==> src/rtl/apb_reg_write_arbiter.sv <==
// Arbitrates the single write port of the register bank between the APB slave
// (port A) and the accelerator (port B), each fronted by a one-entry holding buffer.
module apb_reg_write_arbiter #(
  parameter int APB_DATA_WIDTH = 32,
  parameter int REG_NUM        = 8,
  parameter bit FIXED_PRIO     = 1'b0,
  parameter int CNT_WIDTH      = 16,
  localparam int AW            = (REG_NUM > 1) ? $clog2(REG_NUM) : 1
) (
  input  logic                      clk,
  input  logic                      reset,
  input  logic                      a_valid,
  output logic                      a_ready,
  input  logic [AW-1:0]             a_addr,
  input  logic [APB_DATA_WIDTH-1:0] a_wdata,
  input  logic                      b_valid,
  output logic                      b_ready,
  input  logic [AW-1:0]             b_addr,
  input  logic [APB_DATA_WIDTH-1:0] b_wdata,
  output logic                      reg_wen,
  output logic [AW-1:0]             reg_addr,
  output logic [APB_DATA_WIDTH-1:0] reg_wdata,
  output logic                      busy,
  output logic [CNT_WIDTH-1:0]      conflict_cnt
);

  typedef enum logic {
    PORT_A = 1'b0,
    PORT_B = 1'b1
  } port_e;

  localparam logic [CNT_WIDTH-1:0] CNT_MAX = {CNT_WIDTH{1'b1}};
  localparam logic [CNT_WIDTH-1:0] CNT_ONE = {{(CNT_WIDTH-1){1'b0}}, 1'b1};

  logic                      a_pend_q, a_pend_d;
  logic [AW-1:0]             a_addr_q, a_addr_d;
  logic [APB_DATA_WIDTH-1:0] a_data_q, a_data_d;
  logic                      b_pend_q, b_pend_d;
  logic [AW-1:0]             b_addr_q, b_addr_d;
  logic [APB_DATA_WIDTH-1:0] b_data_q, b_data_d;
  port_e                     rr_q, rr_d;
  logic                      wen_q, wen_d;
  logic [AW-1:0]             waddr_q, waddr_d;
  logic [APB_DATA_WIDTH-1:0] wdata_q, wdata_d;
  logic [CNT_WIDTH-1:0]      cnt_q, cnt_d;

  logic grant_a_s, grant_b_s;
  logic a_xfer_s, b_xfer_s;
  logic both_pend_s;

  assign both_pend_s = a_pend_q & b_pend_q;

  // Grant looks only at buffered requests, so a fresh valid never bypasses a waiting buffer.
  always_comb begin
    grant_a_s = 1'b0;
    grant_b_s = 1'b0;
    if (both_pend_s) begin
      if (FIXED_PRIO || (rr_q == PORT_A)) begin
        grant_a_s = 1'b1;
      end else begin
        grant_b_s = 1'b1;
      end
    end else begin
      grant_a_s = a_pend_q;
      grant_b_s = b_pend_q;
    end
  end

  assign a_ready  = ~a_pend_q | grant_a_s;
  assign b_ready  = ~b_pend_q | grant_b_s;
  assign a_xfer_s = a_valid & a_ready;
  assign b_xfer_s = b_valid & b_ready;

  // Holding buffers: a draining buffer may be refilled in the same cycle.
  always_comb begin
    a_pend_d = a_pend_q;
    a_addr_d = a_addr_q;
    a_data_d = a_data_q;
    b_pend_d = b_pend_q;
    b_addr_d = b_addr_q;
    b_data_d = b_data_q;
    if (a_xfer_s) begin
      a_pend_d = 1'b1;
      a_addr_d = a_addr;
      a_data_d = a_wdata;
    end else if (grant_a_s) begin
      a_pend_d = 1'b0;
    end else begin
      a_pend_d = a_pend_q;
    end
    if (b_xfer_s) begin
      b_pend_d = 1'b1;
      b_addr_d = b_addr;
      b_data_d = b_wdata;
    end else if (grant_b_s) begin
      b_pend_d = 1'b0;
    end else begin
      b_pend_d = b_pend_q;
    end
  end

  // Round-robin pointer hands priority to whichever port lost the last grant.
  always_comb begin
    rr_d = rr_q;
    case ({grant_a_s, grant_b_s})
      2'b10:   rr_d = PORT_B;
      2'b01:   rr_d = PORT_A;
      default: rr_d = rr_q;
    endcase
  end

  // Bank write port and saturating contention counter.
  always_comb begin
    wen_d   = 1'b0;
    waddr_d = waddr_q;
    wdata_d = wdata_q;
    cnt_d   = cnt_q;
    if (grant_a_s) begin
      wen_d   = 1'b1;
      waddr_d = a_addr_q;
      wdata_d = a_data_q;
    end else if (grant_b_s) begin
      wen_d   = 1'b1;
      waddr_d = b_addr_q;
      wdata_d = b_data_q;
    end else begin
      wen_d   = 1'b0;
    end
    if (both_pend_s && (cnt_q != CNT_MAX)) begin
      cnt_d = cnt_q + CNT_ONE;
    end else begin
      cnt_d = cnt_q;
    end
  end

  // State registers; reset discards any buffered writes.
  always_ff @(posedge clk or posedge reset) begin
    if (reset) begin
      a_pend_q <= 1'b0;
      a_addr_q <= {AW{1'b0}};
      a_data_q <= {APB_DATA_WIDTH{1'b0}};
      b_pend_q <= 1'b0;
      b_addr_q <= {AW{1'b0}};
      b_data_q <= {APB_DATA_WIDTH{1'b0}};
      rr_q     <= PORT_A;
      wen_q    <= 1'b0;
      waddr_q  <= {AW{1'b0}};
      wdata_q  <= {APB_DATA_WIDTH{1'b0}};
      cnt_q    <= {CNT_WIDTH{1'b0}};
    end else begin
      a_pend_q <= a_pend_d;
      a_addr_q <= a_addr_d;
      a_data_q <= a_data_d;
      b_pend_q <= b_pend_d;
      b_addr_q <= b_addr_d;
      b_data_q <= b_data_d;
      rr_q     <= rr_d;
      wen_q    <= wen_d;
      waddr_q  <= waddr_d;
      wdata_q  <= wdata_d;
      cnt_q    <= cnt_d;
    end
  end

  assign reg_wen      = wen_q;
  assign reg_addr     = waddr_q;
  assign reg_wdata    = wdata_q;
  assign conflict_cnt = cnt_q;
  assign busy         = a_pend_q | b_pend_q | wen_q;

endmodule
==> config.mk <==
export PLATFORM = sky130hd
export DESIGN_NAME = apb_reg_write_arbiter
export DESIGN_NICKNAME = d
export VERILOG_FILES = /design/src/rtl/apb_reg_write_arbiter.sv
export SDC_FILE = /design/constraint.sdc
export NUM_CORES = 1
export LEC_CHECK = 0
export CORE_MARGIN = 1
export CORE_UTILIZATION = 49
export CTS_CLUSTER_SIZE = 20
export DETAILED_ROUTE_END_ITERATION = 8
export PLACE_DENSITY = 0.8
export SYNTH_ARGS = -nofsm -noshare
export SYNTH_HDL_FRONTEND = slang
export SYNTH_SLANG_ARGS = --single-unit
==> constraint.sdc <==
create_clock -name clk -period 4.77 [get_ports clk]
set_input_delay 0.954 -clock clk [delete_from_list [all_inputs] [get_ports clk]]
set_output_delay 0.954 -clock clk [all_outputs]
set_load 0.05 [all_outputs]
Word level (Yosys, flattened, before mapping)
Index checks and enable logic that the tools add are counted.
{ "word_totals": {"regBits": 125, "in_bits": 74, "out_inout_bits": 55, "wordCells": 44} }
{ "op_classes": {"addsub": 1, "n_eq_ne": 3, "n_mux": 15, "bitwise": 9, "n_reduce_logical": 5} }
{ "op_table": {"columns": ["cell", "count"], "rows": [
  ["32-bit 2-to-1 mux", 2],
  ["16-bit by 1-bit adder with 16-bit output (second input constant)", 1],
  ["16-bit != test (second input constant)", 1],
  ["1-bit 2-to-1 mux", 10],
  ["2-bit nonzero test", 4],
  ["3-bit 2-to-1 mux", 2],
  ["1-bit OR", 4],
  ["1-bit bitwise AND", 3],
  ["2-bit by 1-bit equality test with 1-bit output (second input constant)", 1],
  ["2-bit equality test (second input constant)", 1],
  ["1-bit NOT", 2],
  ["1-bit one-hot mux with 2 select lines", 1],
  ["1-bit logical AND", 1]
]} }

Depth between registers and ports, before layout
Gate-level depths: netlist of run 1.
{ "depth": {"depth_word": 5, "mapped_depth": 6, "mapped_depth_nobuf": 5} }

Worst setup path before layout of run 1
OpenSTA, ideal clock, no wires.
{ "synth_path": {"kind": "reg2out", "startpoint": "register wen_q, in the netlist reg_wen", "endpoint": "output busy", "arrival_time_ps": 1136, "required_time_ps": 3816, "setup_slack_ps": 2680, "path_stages_with_launch": 2, "path_buffers": 0, "cell_sequence": "dfrtp_1 or3_1"} }
{ "synth_via": {"elab_chain_cells": 1} }
{ "synth_rtl": {"columns": ["element", "line", "rtl"], "rows": [
  ["from (decl)", "42", "logic wen_q, wen_d;"],
  ["from (signal assigned)", "158", "wen_q <= wen_d;"],
  ["1-bit OR", "169", "assign busy = a_pend_q | b_pend_q | wen_q;"],
  ["to (decl)", "23", "output logic busy,"]
]} }
Every way passes these cells.

Final worst setup path of run 1
{ "layout_path": {"startpoint": "register b_pend_q", "endpoint": "output b_ready"} }
{ "layout_via": {"elab_chain_cells": 3, "word_cells_on_any_way": 4, "cone_classes": "mux: 1; bitwise: 3"} }
{ "layout_rtl": {"columns": ["element", "line", "rtl"], "rows": [
  ["from (decl)", "38", "logic b_pend_q, b_pend_d;"],
  ["from (signal assigned)", "154", "b_pend_q <= b_pend_d;"],
  ["1-bit bitwise AND", "51", "assign both_pend_s = a_pend_q & b_pend_q;"],
  ["1-bit 2-to-1 mux", "57", "if (both_pend_s) begin"],
  ["1-bit OR (*)", "70", "assign b_ready = ~b_pend_q | grant_b_s;"],
  ["to (decl)", "17", "output logic b_ready,"]
]} }
Mark *: on every way between the ends. The rest lies on a longest branch, timed or not.

==> results of run 1 <==
through the flow:
stage / power (mW) / instances / worst slack, ns
after floorplan: 2.24 / 390 / 0.488
after global placement: 2.64 / 636 / 2.14
after detailed placement: 2.68 / 636 / 2.11
after CTS: 4.08 / 668 / 1.59
after global routing: 4.21 / 668 / 1.52
final: 4.05 / 668 / 1.61
placed cells by master, fill, tap and decap left out, types with 2 or more instances in the layout:
cell type        count
clkbuf_16           16
clkinv_2             2
dfrtp_1            125
bufinv_16            5
nor2_4               2
a31oi_1              2
nor2_1               3
nand2_1             75
mux2i_1              2
xor2_1               4
nor3_1               2
mux2_1              48
o21a_1               2
xnor2_1              6
mux2_2              22
nand4_2              2
a22oi_1             35
a41oi_1              2
nand3_2              3
clkbuf_8             2
and3_1               4
clkdlybuf4s50_1    128
inv_6                2
inv_1                5
and4_4               2
nand3_1              3
nand2b_1             2
clkinv_4             4
nand4_1              2
area by class of cell:
class | instances | area (um2) | area share
clock inverters | 13 | 213 | 0.0297
flip-flops and latches | 125 | 3130 | 0.436
well taps | 133 | 166 | 0.0232
repair buffers | 130 | 1310 | 0.183
clock buffers | 19 | 432 | 0.0602
inverters | 6 | 25.0 | 0.00349
multi-input cells | 242 | 1900 | 0.264
where the power goes:
group	leakage, nW	total (mW)	internal (mW)	switching (mW)
combinational	1.33	1.19	0.447	0.744
sequential	1.49	1.47	1.30	0.168
clock	0.317	1.39	0.920	0.469
total	3.14	4.05	2.66	1.38
cells by family (layout without fill, tap and decap cells):
logic type                 count (synthesis)  in the layout
adders and majority gates                  1              1
xor gates and xnor gates                  10             10
muxes                                     73             73
AOI/OAI and AO/OA                         49             49
and+or+nand+nor                          109            109
buffers and inverters                     23            168
DFF                                      125            125
per-layer routing:
metal,vias up,share of wire,GRT usage
li1,1645,-,-
met1,1829,0.41,0.277
met2,110,0.52,0.383
met3,22,0.047,0.0558
met4,0,0.022,0.103
met5,-,0,0
registers in the layout, indices dropped and copies added (netlist names):
register	cells
b_pend_q	1
a_addr_q	3
reg_wdata	32
a_data_q	32
reg_addr	3
reg_wen	1
conflict_cnt	16
rr_q	1
b_data_q	32
b_addr_q	3
a_pend_q	1
worst reg2reg max path: cells and delay by family, from the launching register on:
family	cells	cell delay (ns)
simple gates	4	1.52
flops	1	0.52
worst max path at each step:
| stage | depth (start not counted) | slack (ns) | start | endpoint |
|---|---|---|---|---|
| floorplan | 1 | 0.49 | reset | a_addr_q[0] |
| global placement | 3 | 2.14 | a_valid | a_data_q[16] |
| detailed placement | 3 | 2.11 | a_valid | a_data_q[18] |
| CTS | 3 | 1.59 | b_pend_q | b_ready |
| global route | 3 | 1.52 | b_pend_q | b_ready |
| finish | 3 | 1.61 | b_pend_q | b_ready |
==> metrics.md, run 1 <==
| Metric | Value |
|---|---|
| Status | `complete, no violations` |
| Max-cap check violation count | `0` |
| Die height | `104 um` |
| Layout cells sized above 1 | `0.142` |
| Worst setup EP type | `output port` |
| # IOs | `129` |
| Final Hold Fails | `0` |
| Initial Util | `0.515` |
| Clock sinks | `125` |
| First-pass GRT wire length | `19,100 um` |
| DR pass1 iterations | `4` |
| FMAX | `0.317 GHz` |
| Clk slew on worst S/H paths | `0.06 ns` |
| CTS buffer count | `17` |
| Clock Path Buffers | `2` |
| Main synth FF type | `dfrtp_1` |
| Port bufs | `128` |
| Total core area | `9950 um2` |
| Initial DRC count | `132` |
| Largest family of logic cells by synthesized area | `multiplexers` |
| Worst endpoint required time | `3.82 ns` |
| Yosys reg bits | `125` |
| Critical path cell sequence | `nand2_1, or2_4, clkdlybuf4s50_1` |
| Via count | `3,606` |
| CP peak stage delay | `0.70 ns` |
| # diodes | `0` |
| Area after DPL | `6520 um2` |
| Resized cells post-CTS | `0` |
| Yosys warnings | `0` |
| Setup Fix Bufs, Post-CTS | `0` |
| Type of the tightest min-delay check | `flip-flop to flip-flop` |
| Share of the synthesized area in the top cell type | `0.610` |
| Vias in the first global route | `3,834` |
| Slew Limit Fails | `0` |
| Post-synth EDFFs | `0` |
| Sequential area share after synthesis | `0.610` |
| Root Driver | `clkbuf_8` |
| Avg Inst Size Synth | `13.2 um2` |
| Largest net degree at the start of global routing | `66` |
| Post-DP HPWL | `7380 um` |
| Mux contribution to synthesized area | `0.160` |
| H-tree depth | `4` |
| Worst vdd ir | `0.000369 V` |
| GRT Resource Usage Total | `0.228` |
| Leak Pwr | `3.14 nW` |
| Synthesized area | `5130 um2` |
| Simple-Gate Fraction of Synth Area | `0.109` |
| Post-synthesis adder-cell area fraction | `0.00244` |
| Antenna violations before repair | `0` |
| Die X | `104 um` |
| Setup violators final | `0` |
| Syn Inst Count | `390` |
| Largest cells by area after synthesis | `dfrtp_1 61%, mux2_1 11%, nand2_1 5.5%` |
| Layout Utilization | `0.720` |
| Worst hold margin | `0.470 ns` |
| Area delta synth->final | `39.7%` |
| Arrival time worst endpoint | `2.20 ns` |
| Highest-delay cell along the critical path | `clkdlybuf4s50_1` |
| Vias/cell | `5.40` |
| Final worst path period share | `0.662` |
| Transition time at the pin with the least slew margin | `1.04 ns` |
| Power Density | `564 nW/um2` |
| Most frequent cell after synthesis | `dfrtp_1` |
| Crit path buf inv count | `1` |
| Xor and xnor area share after synthesis | `0.0171` |
| Antenna-violating nets left | `0` |
| Worst-path fanout max | `9` |
| Post-synth cell types | `45` |
| Fin nets | `597` |
| Final WL | `11,500 um` |
| RSZ-0062 raised after global routing | `false` |
| Async SR Flop Fraction | `1.00` |
| CP Launch Type | `flip-flop` |
| R2R Path Start | `b_pend_q` |
| CTS Hold Bufs | `0` |
| DR DRC count | `0` |
| Yosys top cell by area | `dfrtp_1` |
| Slew margin rel. | `0.306` |
| Worst-skew pair later-pin latency | `0.51 ns` |
| Worst r2r path cells | `4` |
| Total grt overflow | `0` |
| Num rows | `36` |
| Worst r2r dst | `reg_wdata[25]` |
| Most instantiated cells after synthesis | `125 x dfrtp_1, 75 x nand2_1, 48 x mux2_1` |
| Mapped Nets | `465` |
| Design area | `7170 um2` |
| Synth Area in Compound Gates | `0.0771` |
| Hold Path Depth | `2` |
| TritonCTS clock tree | `done` |
| GP Congestion | `0.790` |
| Worst hold endpoint | `reg_wdata[27]` |
| Setup TNS | `0 ns` |
| Layout fillers | `689` |
| CP top delay family | `buffers and inverters` |
| WL per Instance | `17.2 um` |
| Min Clock Period, post-route | `3.16 ns` |
| Hold Path Origin | `b_data_q[27]` |
| Reg-to-reg slack, setup | `2.62 ns` |
| Kind of critical path | `flip-flop to output port` |
| Die Area | `10,900 um2` |
| Clk_skew | `0.0126 ns` |
Note: power is estimated with default switching activity, not from simulation.
==> inputs of run 2 (changes only) <==
clock period = 3.2 ns   (was 4.77 ns; I/O delays follow)
==> run 2 against run 1 <==
Against the previous run:
- cell count is 0.30% higher
- critical path depth stayed put
- register-to-register slack worse by 1.4 ns
- sequential cell count unchanged
- wire length decreased by 1.7%
- highest routed layer unchanged
- first-iteration DRC count fell by 14%
- count of clock-buffer cells in the layout grew 2
- worst hold slack worse by 0.0030 ns
- combinational power grew 50%
- worst setup slack worse by 1.3 ns
- sequential power up 48%
==> metrics.md, run 2 (synthesis gave the netlist of run 1 again) <==
| Metric | Value |
|---|---|
| Via count | `3,551` |
| TritonCTS clock tree | `done` |
| Max-cap check violation count | `0` |
| Setup violators final | `0` |
| CTS Hold Bufs | `0` |
| Worst vdd ir | `0.000513 V` |
| Final Hold Fails | `0` |
| First-pass GRT wire length | `18,800 um` |
| Total core area | `9950 um2` |
| Combinational share of power | `0.297` |
| Power Density | `834 nW/um2` |
| Commonest non-fill, non-tap cell in the layout | `clkdlybuf4s50_1` |
| Reg power frac | `0.364` |
| Port bufs | `128` |
| WL per Instance | `16.9 um` |
| Antenna-violating nets left | `0` |
| H-tree depth | `4` |
| Worst-path fanout max | `9` |
| Vias/cell | `5.30` |
| Resized cells post-CTS | `0` |
| Layout cells sized above 1 | `0.142` |
| Post-DP HPWL | `7190 um` |
| Slew Limit Fails | `0` |
| Num rows | `36` |
| # diodes | `0` |
| Initial DRC count | `113` |
| RSZ-0062 raised after global routing | `false` |
| Internal | `3.97 mW` |
| Largest net degree at the start of global routing | `57` |
| Sw Share | `0.337` |
| Die X | `104 um` |
| Leak Pwr | `3.14 nW` |
| Worst endpoint required time | `2.56 ns` |
| NetSw | `2.02 mW` |
| GP Congestion | `0.772` |
| GRT Resource Usage Total | `0.225` |
| Die height | `104 um` |
| Root Driver | `clkbuf_8` |
| Worst-skew pair later-pin latency | `0.51 ns` |
| Layout Utilization | `0.721` |
| Fin nets | `599` |
| Vias in the first global route | `3,822` |
| Slew margin rel. | `0.392` |
| Antenna violations before repair | `0` |
| CTS buffer count | `17` |
| Status | `complete, no violations` |
| Setup TNS | `0 ns` |
| Final WL | `11,300 um` |
| Arrival time worst endpoint | `2.23 ns` |
| # IOs | `129` |
| Clk_skew | `0.00615 ns` |
| DR DRC count | `0` |
| Min Clock Period, post-route | `2.87 ns` |
| FMAX | `0.348 GHz` |
| Total grt overflow | `0` |
| Clock Path Buffers | `2` |
| Kind of critical path | `flip-flop to output port` |
| Final worst path period share | `0.897` |
| Clk slew on worst S/H paths | `0.06 ns` |
| Clock power frac | `0.339` |
| CP Launch Type | `flip-flop` |
| Transition time at the pin with the least slew margin | `0.909 ns` |
| Area delta synth->final | `40.0%` |
| Most frequent cells in the layout | `128 x clkdlybuf4s50_1, 125 x dfrtp_1, 75 x nand2_1` |
| Type of the tightest min-delay check | `flip-flop to flip-flop` |
| DR pass1 iterations | `4` |
| Worst setup EP type | `output port` |
| Reg-to-reg slack, setup | `1.21 ns` |
| Clock sinks | `125` |
| Die Area | `10,900 um2` |
| Initial Util | `0.515` |
| Setup Fix Bufs, Post-CTS | `0` |
-- run 2: area by class of cell --
cell class	count	area [um2]
Clock buffer	21	439
Clock inverter	11	190
Fill cell	677	2770
Inverter	6	26.3
Multi-Input combinational cell	242	1900
Sequential cell	125	3130
Tap cell	133	166
Timing Repair Buffer	132	1340
-- run 2: per-stage QoR --
stage / setup WS (ns) / instances / hold slack (ns) / cell area (um2) / power (mW)
after floorplan: 1.02 / 390 / 0.440 / 5130 / 3.34
after global placement: 0.874 / 638 / 0.449 / 6550 / 3.94
after detailed placement: 0.851 / 638 / 0.455 / 6550 / 3.99
after CTS: 0.310 / 670 / 0.469 / 7180 / 6.03
after global routing: 0.237 / 670 / 0.499 / 7180 / 6.23
final: 0.329 / 670 / 0.467 / 7180 / 5.99
-- run 2: critical path, cell delays in order, from the launching register on --
cell and delay, ns:
dfrtp_1 0.57, nand2_1 0.15, or2_4 0.28, clkdlybuf4s50_1 0.71
-- run 2: layer usage --
metal	wire, um	vias up	GRT usage
li1	-	1649	-
met1	4660	1778	0.266
met2	5790	101	0.376
met3	543	23	0.0589
met4	311	0	0.118
met5	0	-	0
-- run 2: worst paths after layout --
path / startpoint / cells after the start / endpoint
max in group asynchronous: reset / 3 / b_data_q[20]
max reg2reg: b_pend_q / 3 / a_data_q[25]
min reg2reg: b_data_q[30] / 2 / reg_wdata[30]
min in group asynchronous: reset / 2 / conflict_cnt[11]
min: b_data_q[30] / 2 / reg_wdata[30]
max: b_pend_q / 3 / b_ready
-- run 2: power by group through the flow --
stage                     registers [mW]  logic (mW)  clock network (mW)
after floorplan                     2.79       0.551                   0
after global placement              2.18        1.75                   0
after detailed placement            2.20        1.79                   0
after CTS                           2.18        1.80                2.06
after global routing                2.23        1.88                2.13
final                               2.18        1.78                2.03
==> inputs of run 3 (changes only) <==
clock period = 3.1 ns   (was 3.2 ns; I/O delays follow)
==> run 3 against run 2 <==
Against the previous run:
- via count fell by 0.37%
- design area fell by 0.99%
- first-iteration DRC count is 28% higher
- critical path depth unchanged
- total power decreased by 1.1%
==> metrics.md, run 3 (synthesis gave the netlist of run 1 again) <==
| Metric | Value |
|---|---|
| Largest net degree at the start of global routing | `112` |
| Post-DP HPWL | `7140 um` |
| Area delta synth->final | `38.6%` |
| Transition time at the pin with the least slew margin | `0.935 ns` |
| Arrival time worst endpoint | `2.21 ns` |
| Setup Fix Bufs, Post-CTS | `0` |
| Worst-path fanout max | `9` |
| Final WL | `11,200 um` |
| TritonCTS clock tree | `done` |
| WL per Instance | `16.6 um` |
| DR DRC count | `0` |
| Total core area | `9950 um2` |
| R2R Path Start | `b_pend_q` |
| Fin nets | `599` |
| # IOs | `129` |
| Clock Path Buffers | `2` |
| Min Clock Period, post-route | `2.83 ns` |
| H-tree depth | `4` |
| Reg power frac | `0.380` |
| Vias/cell | `5.28` |
| Slew Limit Fails | `0` |
| Total grt overflow | `0` |
| NetSw | `2.07 mW` |
| Die X | `104 um` |
| Internal | `3.85 mW` |
| Worst-skew pair later-pin latency | `0.51 ns` |
| Root Driver | `clkbuf_8` |
| Clock power frac | `0.310` |
| Placed insts | `638` |
| CTS Hold Bufs | `0` |
| Reg-to-reg slack, setup | `1.15 ns` |
| Resized cells post-CTS | `0` |
| Initial Util | `0.515` |
| GP Congestion | `0.755` |
| Initial DRC count | `145` |
| Sw Share | `0.350` |
| Clk slew on worst S/H paths | `0.06 ns` |
| Setup violators final | `0` |
| Max-cap check violation count | `0` |
| CP Launch Type | `flip-flop` |
| FMAX | `0.353 GHz` |
| Clk_skew | `0.0103 ns` |
| Layout cells sized above 1 | `0.142` |
| Worst setup EP type | `output port` |
| CTS buffer count | `17` |
| Power Density | `833 nW/um2` |
| Clock sinks | `125` |
| Num rows | `36` |
| Combinational share of power | `0.310` |
| Worst endpoint required time | `2.48 ns` |
| First-pass GRT wire length | `18,500 um` |
| Worst setup path start | `b_pend_q` |
| Leak Pwr | `3.10 nW` |
| DR pass1 iterations | `4` |
| Type of the tightest min-delay check | `input port to asynchronous set/reset pin` |
| Commonest non-fill, non-tap cell in the layout | `clkdlybuf4s50_1` |
| Vias in the first global route | `3,824` |
| Slew margin rel. | `0.375` |
| Worst r2r path cells | `4` |
| Setup TNS | `0 ns` |
| Final Hold Fails | `0` |
| Via count | `3,538` |
| Die Area | `10,900 um2` |
| Post-route non-filler standard cell count | `670` |
| Antenna violations before repair | `0` |
| Most frequent cells in the layout | `128 x clkdlybuf4s50_1, 125 x dfrtp_1, 75 x nand2_1` |
| Port bufs | `128` |
| GRT Resource Usage Total | `0.221` |
| Kind of critical path | `flip-flop to output port` |
| # diodes | `0` |
| RSZ-0062 raised after global routing | `false` |
| Worst r2r dst | `b_data_q[4]` |
| Final worst path period share | `0.914` |
| Die height | `104 um` |
| Worst vdd ir | `0.000498 V` |
| Antenna-violating nets left | `0` |
| Status | `complete, no violations` |
[run 3: cell types whose count changed in the layout (fill, tap and decap cells not counted), sizes merged]
cell      delta
bufinv       -3
clkinvlp     +3
[run 3: area by class of cell]
| cell class | count | area (um2) |
|---|---|---|
| Clock buffer | 21 | 439 |
| Clock inverter | 11 | 119 |
| Fill cell | 718 | 2840 |
| Inverter | 6 | 26.3 |
| Multi-Input combinational cell | 242 | 1900 |
| Sequential cell | 125 | 3130 |
| Tap cell | 133 | 166 |
| Timing Repair Buffer | 132 | 1340 |
[run 3: metal layers]
metal	track usage	part of all wire	up-vias
li1	-	-	1649
met1	0.265	0.42	1776
met2	0.376	0.53	96
met3	0.0551	0.040	17
met4	0.102	0.017	0
met5	0	0	-
[run 3: worst max-delay path by stage]
stage	end	cells past startpoint	slack [ns]
3_3_place_gp	b_ready	3	0.82
6_report	b_ready	3	0.27
2_1_floorplan	a_addr_q[0]	1	0.94
4_1_cts	b_ready	3	0.22
3_5_place_dp	b_ready	3	0.77
5_1_grt	b_ready	3	0.18
[run 3: power groups by stage]
stage | clock network [mW] | registers, mW | logic (mW)
detailed placement | 0 | 2.27 | 1.85
global route | 1.94 | 2.30 | 1.94
finish | 1.84 | 2.25 | 1.84
CTS | 1.87 | 2.25 | 1.86
floorplan | 0 | 2.88 | 0.568
global placement | 0 | 2.25 | 1.82
[run 3: critical path: stages (launching register included)]
cell and delay [ns]:
dfrtp_1 0.58, nand2_1 0.15, or2_4 0.28, clkdlybuf4s50_1 0.70
[run 3: metrics by stage]
stage	utilization	setup WS (ns)	total power, mW	hold slack (ns)	cell area (um2)
2_1_floorplan	-	0.941	3.45	0.440	5130
3_3_place_gp	0.658	0.820	4.07	0.450	6550
3_5_place_dp	0.658	0.770	4.12	0.455	6550
4_1_cts	0.714	0.221	5.98	0.436	7110
5_1_grt	0.714	0.176	6.18	0.457	7110
6_report	0.714	0.268	5.92	0.435	7110
